## config.mk

```make
export PLATFORM = sky130hd
export DESIGN_NAME = reg_bank_arbiter
export DESIGN_NICKNAME = d
export VERILOG_FILES = /design/src/rtl/reg_bank_pkg.sv /design/src/rtl/reg_read_mux.sv /design/src/rtl/reg_bank_arbiter.sv
export SDC_FILE = /design/constraint.sdc
export NUM_CORES = 1
export LEC_CHECK = 0
export ABC_AREA = 1
export CAP_MARGIN = 20
export CELL_PAD_IN_SITES_DETAIL_PLACEMENT = 1
export CELL_PAD_IN_SITES_GLOBAL_PLACEMENT = 2
export CORE_MARGIN = 2
export CORE_UTILIZATION = 19
export CTS_BUF_LIST = sky130_fd_sc_hd__clkbuf_16
export DETAILED_ROUTE_END_ITERATION = 8
export GPL_TIMING_DRIVEN = 0
export PLACE_DENSITY = 0.91
export SYNTH_ARGS = -nofsm -noshare
export SYNTH_HDL_FRONTEND = slang
export SYNTH_SLANG_ARGS = --single-unit
```

## constraint.sdc

```tcl
create_clock -name clk -period 1.77 [get_ports clk]
set_input_delay 0.177 -clock clk [delete_from_list [all_inputs] [get_ports clk]]
set_output_delay 0.177 -clock clk [all_outputs]
set_load 0.005 [all_outputs]
```

## src/rtl/reg_bank_pkg.sv

```systemverilog
// Shared definitions for the register-bank arbiter: FSM states, bank owner
// encoding and the default bank geometry.
package reg_bank_pkg;

    localparam int RB_N_REGS = 8;
    localparam int RB_ADDR_W = 3;
    localparam int RB_DATA_W = 32;
    localparam int RB_LEN_W  = 3;

    typedef enum logic [2:0] {
        ST_IDLE    = 3'd0,
        ST_GRANT   = 3'd1,
        ST_XFER    = 3'd2,
        ST_CAPTURE = 3'd3,
        ST_DONE    = 3'd4
    } state_t;

    typedef enum logic {
        OWN_CPU = 1'b0,
        OWN_DMA = 1'b1
    } owner_t;

endpackage

```

## src/rtl/reg_read_mux.sv

```systemverilog
// N_REGS:1 read-data selector. Picks the slice of the concatenated register
// outputs addressed by the arbiter's registered transfer address.
module reg_read_mux
    import reg_bank_pkg::*;
#(
    parameter int N_REGS = RB_N_REGS,
    parameter int ADDR_W = RB_ADDR_W,
    parameter int DATA_W = RB_DATA_W
) (
    input  logic [N_REGS*DATA_W-1:0] rdata_bus,
    input  logic [ADDR_W-1:0]        addr,
    output logic [DATA_W-1:0]        rdata
);

    assign rdata = rdata_bus[int'(addr)*DATA_W +: DATA_W];

endmodule

```

## src/rtl/reg_bank_arbiter.sv

```systemverilog
// Arbitrates a register bank between single-beat CPU accesses and
// incrementing DMA bursts, generating one-hot selects and read/write strobes.
// All control outputs are registered from the next-state values so they line
// up with the state they belong to; only reg_wdata passes DMA data straight
// through because DMA write beats are not latched by the requester.
module reg_bank_arbiter
    import reg_bank_pkg::*;
#(
    parameter int N_REGS = RB_N_REGS,
    parameter int ADDR_W = RB_ADDR_W,
    parameter int DATA_W = RB_DATA_W,
    parameter int LEN_W  = RB_LEN_W
) (
    input  logic                     clk,
    input  logic                     rst_n,
    input  logic                     cpu_req,
    input  logic                     cpu_we,
    input  logic [ADDR_W-1:0]        cpu_addr,
    input  logic [DATA_W-1:0]        cpu_wdata,
    output logic                     cpu_gnt,
    output logic                     cpu_done,
    output logic [DATA_W-1:0]        cpu_rdata,
    input  logic                     dma_req,
    input  logic                     dma_we,
    input  logic [ADDR_W-1:0]        dma_addr,
    input  logic [LEN_W-1:0]         dma_len,
    input  logic [DATA_W-1:0]        dma_wdata,
    output logic                     dma_gnt,
    output logic                     dma_done,
    output logic                     dma_beat,
    output logic [DATA_W-1:0]        dma_rdata,
    output logic [N_REGS-1:0]        reg_sel,
    output logic                     reg_wr,
    output logic                     reg_rd,
    output logic [DATA_W-1:0]        reg_wdata,
    input  logic [N_REGS*DATA_W-1:0] reg_rdata_bus
);

    state_t              state_r,      state_nxt_s;
    owner_t              owner_r,      owner_nxt_s;
    owner_t              last_owner_r, last_owner_nxt_s;
    logic                we_r,         we_nxt_s;
    logic [ADDR_W-1:0]   addr_r,       addr_nxt_s;
    logic [LEN_W-1:0]    cnt_r,        cnt_nxt_s;
    logic [DATA_W-1:0]   wdata_r,      wdata_nxt_s;

    logic                cpu_gnt_r,  cpu_done_r;
    logic                dma_gnt_r,  dma_done_r, dma_beat_r;
    logic                reg_wr_r,   reg_rd_r;
    logic [N_REGS-1:0]   reg_sel_r;
    logic [DATA_W-1:0]   cpu_rdata_r, dma_rdata_r;
    logic [DATA_W-1:0]   mux_rdata_s;

    reg_read_mux #(
        .N_REGS (N_REGS),
        .ADDR_W (ADDR_W),
        .DATA_W (DATA_W)
    ) u_read_mux (
        .rdata_bus (reg_rdata_bus),
        .addr      (addr_r),
        .rdata     (mux_rdata_s)
    );

    // Next-state logic: arbitration, request latching and burst sequencing.
    always_comb begin
        state_nxt_s      = state_r;
        owner_nxt_s      = owner_r;
        last_owner_nxt_s = last_owner_r;
        we_nxt_s         = we_r;
        addr_nxt_s       = addr_r;
        cnt_nxt_s        = cnt_r;
        wdata_nxt_s      = wdata_r;
        case (state_r)
            ST_IDLE: begin
                if (cpu_req && dma_req) begin
                    // Tie: the side that did not own the bank last time wins.
                    owner_nxt_s = (last_owner_r == OWN_DMA) ? OWN_CPU : OWN_DMA;
                    state_nxt_s = ST_GRANT;
                end else if (cpu_req) begin
                    owner_nxt_s = OWN_CPU;
                    state_nxt_s = ST_GRANT;
                end else if (dma_req) begin
                    owner_nxt_s = OWN_DMA;
                    state_nxt_s = ST_GRANT;
                end else begin
                    state_nxt_s = ST_IDLE;
                end
            end
            ST_GRANT: begin
                state_nxt_s = ST_XFER;
                if (owner_r == OWN_DMA) begin
                    we_nxt_s   = dma_we;
                    addr_nxt_s = dma_addr;
                    cnt_nxt_s  = dma_len;
                end else begin
                    we_nxt_s    = cpu_we;
                    addr_nxt_s  = cpu_addr;
                    cnt_nxt_s   = {LEN_W{1'b0}};
                    wdata_nxt_s = cpu_wdata;
                end
            end
            ST_XFER: begin
                if (!we_r) begin
                    state_nxt_s = ST_CAPTURE;
                end else if (cnt_r != {LEN_W{1'b0}}) begin
                    state_nxt_s = ST_XFER;
                    addr_nxt_s  = addr_r + ADDR_W'(1);
                    cnt_nxt_s   = cnt_r - LEN_W'(1);
                end else begin
                    state_nxt_s = ST_DONE;
                end
            end
            ST_CAPTURE: begin
                if (cnt_r != {LEN_W{1'b0}}) begin
                    state_nxt_s = ST_XFER;
                    addr_nxt_s  = addr_r + ADDR_W'(1);
                    cnt_nxt_s   = cnt_r - LEN_W'(1);
                end else begin
                    state_nxt_s = ST_DONE;
                end
            end
            ST_DONE: begin
                last_owner_nxt_s = owner_r;
                state_nxt_s      = ST_IDLE;
            end
            default: begin
                state_nxt_s = ST_IDLE;
            end
        endcase
    end

    // State, transfer context and registered outputs derived from next state.
    always_ff @(posedge clk or negedge rst_n) begin
        if (!rst_n) begin
            state_r      <= ST_IDLE;
            owner_r      <= OWN_CPU;
            last_owner_r <= OWN_DMA;
            we_r         <= 1'b0;
            addr_r       <= {ADDR_W{1'b0}};
            cnt_r        <= {LEN_W{1'b0}};
            wdata_r      <= {DATA_W{1'b0}};
            cpu_gnt_r    <= 1'b0;
            cpu_done_r   <= 1'b0;
            dma_gnt_r    <= 1'b0;
            dma_done_r   <= 1'b0;
            dma_beat_r   <= 1'b0;
            reg_wr_r     <= 1'b0;
            reg_rd_r     <= 1'b0;
            reg_sel_r    <= {N_REGS{1'b0}};
            cpu_rdata_r  <= {DATA_W{1'b0}};
            dma_rdata_r  <= {DATA_W{1'b0}};
        end else begin
            state_r      <= state_nxt_s;
            owner_r      <= owner_nxt_s;
            last_owner_r <= last_owner_nxt_s;
            we_r         <= we_nxt_s;
            addr_r       <= addr_nxt_s;
            cnt_r        <= cnt_nxt_s;
            wdata_r      <= wdata_nxt_s;
            cpu_gnt_r    <= (state_nxt_s == ST_GRANT) && (owner_nxt_s == OWN_CPU);
            dma_gnt_r    <= (state_nxt_s == ST_GRANT) && (owner_nxt_s == OWN_DMA);
            cpu_done_r   <= (state_nxt_s == ST_DONE)  && (owner_nxt_s == OWN_CPU);
            dma_done_r   <= (state_nxt_s == ST_DONE)  && (owner_nxt_s == OWN_DMA);
            reg_wr_r     <= (state_nxt_s == ST_XFER)  && we_nxt_s;
            reg_rd_r     <= (state_nxt_s == ST_XFER)  && !we_nxt_s;
            reg_sel_r    <= (state_nxt_s == ST_XFER) ? (N_REGS'(1) << addr_nxt_s)
                                                     : {N_REGS{1'b0}};
            // Write beats are consumed during XFER; read beats are presented
            // the cycle after their CAPTURE.
            dma_beat_r   <= (owner_nxt_s == OWN_DMA) &&
                            (((state_nxt_s == ST_XFER) && we_nxt_s) || (state_r == ST_CAPTURE));
            if (state_r == ST_CAPTURE && owner_r == OWN_CPU) begin
                cpu_rdata_r <= mux_rdata_s;
            end
            if (state_r == ST_CAPTURE && owner_r == OWN_DMA) begin
                dma_rdata_r <= mux_rdata_s;
            end
        end
    end

    assign cpu_gnt   = cpu_gnt_r;
    assign cpu_done  = cpu_done_r;
    assign cpu_rdata = cpu_rdata_r;
    assign dma_gnt   = dma_gnt_r;
    assign dma_done  = dma_done_r;
    assign dma_beat  = dma_beat_r;
    assign dma_rdata = dma_rdata_r;
    assign reg_sel   = reg_sel_r;
    assign reg_wr    = reg_wr_r;
    assign reg_rd    = reg_rd_r;
    assign reg_wdata = reg_wr_r ? ((owner_r == OWN_DMA) ? dma_wdata : wdata_r)
                                : {DATA_W{1'b0}};

endmodule
```

==> tab_implementation.tex <==
\begin{tabular}{lr}
\hline
Metric & Value \\
\hline
\multicolumn{2}{l}{\textbf{Run status}} \\
\quad Run status & finished, violations left \\
\quad Failing checks & negative setup slack \\
\multicolumn{2}{l}{\textbf{Clocking}} \\
\quad Clock Latency Late Sink & between 400 and 500 ps \\
\quad Clock tree sinks & approximately 120 \\
\quad Clk slew on worst S/H paths & around 60 ps \\
\quad Clock buffer depth & 2 \\
\quad Clock tree root driver cell & sky130\_fd\_sc\_hd\_\_clkbuf\_16 \\
\quad Number of buffers created by CTS & 17 \\
\quad Count of H-tree levels built during CTS & 4 \\
\quad Clock tree from TritonCTS & done \\
\multicolumn{2}{l}{\textbf{Worst setup path}} \\
\quad Stage delay of the slowest cell on the critical path & 390 ps \\
\quad Cell type of the slowest stage on the worst timing path & sky130\_fd\_sc\_hd\_\_dfrtp\_1 \\
\quad Worst reg2reg path startpoint & addr\_r[0] \\
\quad Critical Path Fanout Max & 7 \\
\quad Critical path start-end classification & reg -> out \\
\quad Worst reg-to-reg path cell count & 8 \\
\quad Cells along the critical path & buf\_12 > inv\_12 > buf\_12 > buf\_8 > buf\_8 > nor2\_2 > nor2\_1 > buf\_2 \\
\quad Worst setup EP type & output port \\
\quad Critical register-to-register path endpoint & cpu\_rdata[9] \\
\quad Worst R2R Setup Slack & $\sim$80 ps \\
\quad Kind of launch point of the worst setup path & register \\
\quad Req. time, crit path & around 1600 ps \\
\quad Data arrival time at the worst-slack endpoint & $\sim$1700 ps \\
\multicolumn{2}{l}{\textbf{Pwr}} \\
\quad Total power consumption of the routed design & 23.5 mW \\
\quad Power share of the sequential group & a little over a fifth \\
\quad P\_int & around 13 mW \\
\quad Fraction of power consumed by combinational cells & $\sim$64\% \\
\quad Clock group share of total power & between 10 and 15\% \\
\quad Net switching power figure & 10.9 mW \\
\quad Sw frac & 46.2\% \\
\quad Worst supply voltage drop on vdd & 686 µV \\
\quad Leakage power figure & roughly 6.1 nW \\
\quad Power density over the cells & 1670 nW/µm² \\
\multicolumn{2}{l}{\textbf{GRT}} \\
\quad Antenna violations before repair & 0 \\
\quad Overall overflow remaining after global route & 0 \\
\quad Global-route wire length before repair & about 64 mm \\
\quad Largest net degree at the start of global routing & 84 \\
\quad Vias in the first global route & 10700 \\
\quad Global routing usage summed across all routing layers & about a fifth \\
\multicolumn{2}{l}{\textbf{Timing}} \\
\quad Final setup skew & 5.55 ps \\
\quad Number of hold violations in the final report & 0 \\
\quad Maximum frequency from static timing analysis & between 500 and 600 MHz \\
\quad Final hold slack & between 200 and 300 ps \\
\quad Fin. max-slew vios & 0 \\
\quad Clock period minus final worst setup slack & roughly 1900 ps \\
\quad Slew at the pin closest to its max-slew limit & approximately 650 ps \\
\quad Setup TNS & -438 ps \\
\quad PnR worst setup slack & -97.8 ps \\
\quad Setup repair after global routing missed its margin & true \\
\quad Period utilization & 106\% \\
\quad Count of endpoints failing setup in the final report & 16 \\
\quad Headroom to the max-slew limit & between 50\% and 60\% \\
\multicolumn{2}{l}{\textbf{Floorplanning}} \\
\quad Starting density of the core & approximately a fifth \\
\quad Chip width & between 200 and 250 µm \\
\quad Height of the chip & 205 µm \\
\quad Die area & $\sim$42000 µm² \\
\quad Area of the core & 39700 µm² \\
\quad I/O Pins & 446 \\
\quad Core Rows & 73 \\
\multicolumn{2}{l}{\textbf{Route}} \\
\quad DR vias/cell & 4.58 \\
\quad Wire length on met2 & approximately 21 mm \\
\quad Total wire length & $\sim$44 mm \\
\quad Met3 Routed Length & between 2 and 3 mm \\
\quad Top Metal Used & met4 \\
\quad Initial detailed-routing violation count & between 400 and 500 \\
\quad Routed met1 length & approximately 19 mm \\
\quad Remaining routing DRC violations & 0 \\
\quad Total via count in the routed design & roughly 9800 \\
\quad Detailed-routing iteration count for the pre-antenna-repair pass & 5 \\
\quad Remaining number of nets flagged by the antenna check after routing & 0 \\
\quad Post-DR wirelength/cell & just over 20 µm \\
\multicolumn{2}{l}{\textbf{Placement}} \\
\quad Number of buffers added on ports & between 400 and 500 \\
\quad Half-perimeter wire length of the detailed placement result & about 35 mm \\
\quad Worst slack after detailed placement & -860 ps \\
\quad Final weighted congestion in routability-driven placement & about 0.9 \\
\quad Placed instance area & approximately 13000 µm² \\
\quad Placed cells & about 2100 \\
\multicolumn{2}{l}{\textbf{Logic synthesis}} \\
\quad Summed instance area of the synthesized netlist & around 7600 µm² \\
\quad Post-synthesis sequential area ratio & around two fifths \\
\quad Post-Syn Instances & between 1000 and 1500 \\
\quad Count of synthesis-stage warnings from yosys & 0 \\
\quad Synthesis-stage register bit count & 123 \\
\quad Synth cell types & 30 \\
\quad Synthesized net count & around 1400 \\
\quad Post-synthesis average cell area & approximately 6.9 µm² \\
\multicolumn{2}{l}{\textbf{Layout}} \\
\quad Share of cells above drive strength 1 & 18.3\% \\
\quad Total non-filler cell area in the finished layout & around 14000 µm² \\
\quad Count of placed standard cells in the final layout, fillers left out & around 2100 \\
\quad Number of nets in the layout & just under 2000 \\
\quad Top library cells by usage in the layout, fill and taps aside & sky130\_fd\_sc\_hd\_\_clkdlybuf4s50\_1 (412), sky130\_fd\_sc\_hd\_\_nand2\_1 (249), sky130\_fd\_sc\_hd\_\_nor2\_1 (207) \\
\quad Util after Layout & a little over a third \\
\quad Fill cell total of the finished layout & 4776 \\
\quad Area Growth Syn to Fin & 84.9\% \\
\quad Most common cell after layout, fill and taps aside & sky130\_fd\_sc\_hd\_\_clkdlybuf4s50\_1 \\
\multicolumn{2}{l}{\textbf{Min path}} \\
\quad Hold/Removal Path Class & in -> async \\
\multicolumn{2}{l}{\textbf{Flow run}} \\
\quad Max-cap check violation count & 0 \\
\hline
\end{tabular}
[state kept, by name (all words and copies together), names as in the netlist]
name          cells
addr_r            3
cnt_r             3
cpu_done          1
cpu_gnt           1
cpu_rdata        32
dma_beat          1
dma_done          1
dma_gnt           1
dma_rdata        32
last_owner_r      1
owner_r           1
reg_rd            1
reg_sel           8
reg_wr            1
state_r           3
wdata_r          32
we_r              1
[per-layer routing]
metal | GRT usage, % | vias up
met5 | 0 | -
met4 | 6.21 | 0
met3 | 4.39 | 59
met2 | 34.9 | 346
met1 | 25.7 | 4762
li1 | - | 4637
[worst max-delay path: cells and delay by family (launching register included)]
kind          cells  cell delay (ps)
buf+inv           6              710
flops             1              390
simple gates      2              150
[cells by family (layout without fill, tap and decap cells)]
family | count (synthesis) | count (layout) | share of synthesized area [%]
buffers and inverters | 109 | 612 | 6.71
muxes | 32 | 32 | 4.71
DFF | 123 | 123 | 40.3
AOI/OAI and AO/OA | 309 | 309 | 21.0
and+or+nand+nor | 534 | 534 | 26.8
other | 0 | 1 | 0
adders and majority gates | 3 | 3 | 0.491
[how the worst max path moves through the flow]
stage / slack [ps] / depth (start not counted) / start / to
3_5_place_dp: -860 / 7 / owner_r / reg_wdata[0]
2_1_floorplan: 370 / 6 / state_r[2] / wdata_r[5]
6_report: -100 / 8 / owner_r / reg_wdata[17]
3_3_place_gp: -4600 / 1 / rst_n / reg_sel[2]
4_1_cts: -90 / 7 / owner_r / reg_wdata[16]
5_1_grt: -210 / 8 / owner_r / reg_wdata[17]
[power groups by stage]
stage	Combinational (mW)	Clock, mW	Sequential [mW]
after floorplan	6.64	0	4.82
after global placement	12.9	0	4.95
after detailed placement	13.2	0	5.00
after CTS	14.5	3.39	5.04
after global routing	16.7	3.53	5.26
final	15.1	3.31	5.08
[Yosys cell counts]
cell,n,area share (%)
sky130_fd_sc_hd__dfrtp_1,122,40
sky130_fd_sc_hd__o21ai_0,240,16
sky130_fd_sc_hd__nor2_4,1,0.15
sky130_fd_sc_hd__inv_1,21,1.0
sky130_fd_sc_hd__clkbuf_1,41,2.0
sky130_fd_sc_hd__o211ai_1,2,0.20
sky130_fd_sc_hd__a21boi_0,1,0.098
sky130_fd_sc_hd__mux2_2,31,4.6
sky130_fd_sc_hd__buf_2,29,1.9
sky130_fd_sc_hd__buf_6,7,1.0
sky130_fd_sc_hd__a211oi_1,1,0.098
sky130_fd_sc_hd__o21ai_1,28,1.8
sky130_fd_sc_hd__nand2_4,1,0.15
sky130_fd_sc_hd__buf_1,1,0.049
sky130_fd_sc_hd__nand2_1,271,13
sky130_fd_sc_hd__buf_4,4,0.39
sky130_fd_sc_hd__nor2_2,3,0.25
sky130_fd_sc_hd__a21oi_4,1,0.21
sky130_fd_sc_hd__nand2_2,2,0.16
sky130_fd_sc_hd__dfstp_2,1,0.34
sky130_fd_sc_hd__nand3_1,7,0.46
sky130_fd_sc_hd__nor2_1,248,12
sky130_fd_sc_hd__mux2_1,1,0.15
sky130_fd_sc_hd__inv_2,5,0.25
sky130_fd_sc_hd__a21oi_1,3,0.20
sky130_fd_sc_hd__clkinv_1,1,0.049
sky130_fd_sc_hd__ha_1,3,0.49
sky130_fd_sc_hd__o22ai_1,32,2.6
sky130_fd_sc_hd__a31oi_1,1,0.082
sky130_fd_sc_hd__nand3_2,1,0.13
[layout make-up]
type                            instances  area, µm²  area share [%]
Timing Repair Buffer                  476       4680            33.1
Antenna cell                            1       2.50          0.0177
Buffer                                 80        661            4.67
Inverter                               27        120           0.850
Tap cell                              525        657            4.65
Clock inverter                         12        110           0.779
Multi-Input combinational cell        878       4390            31.1
Sequential cell                       123       3090            21.8
Clock buffer                           17        425            3.01
[timing repair]
action	in CTS	in global routing
hold endpoints to repair	40	0
buffers inserted	17	8
endpoints found under the setup margin	104	104
gates resized for setup	278	170
pin swaps	23	29
gates cloned	4	2
hold buffers	1	0
(Power assumes the default switching activity.)
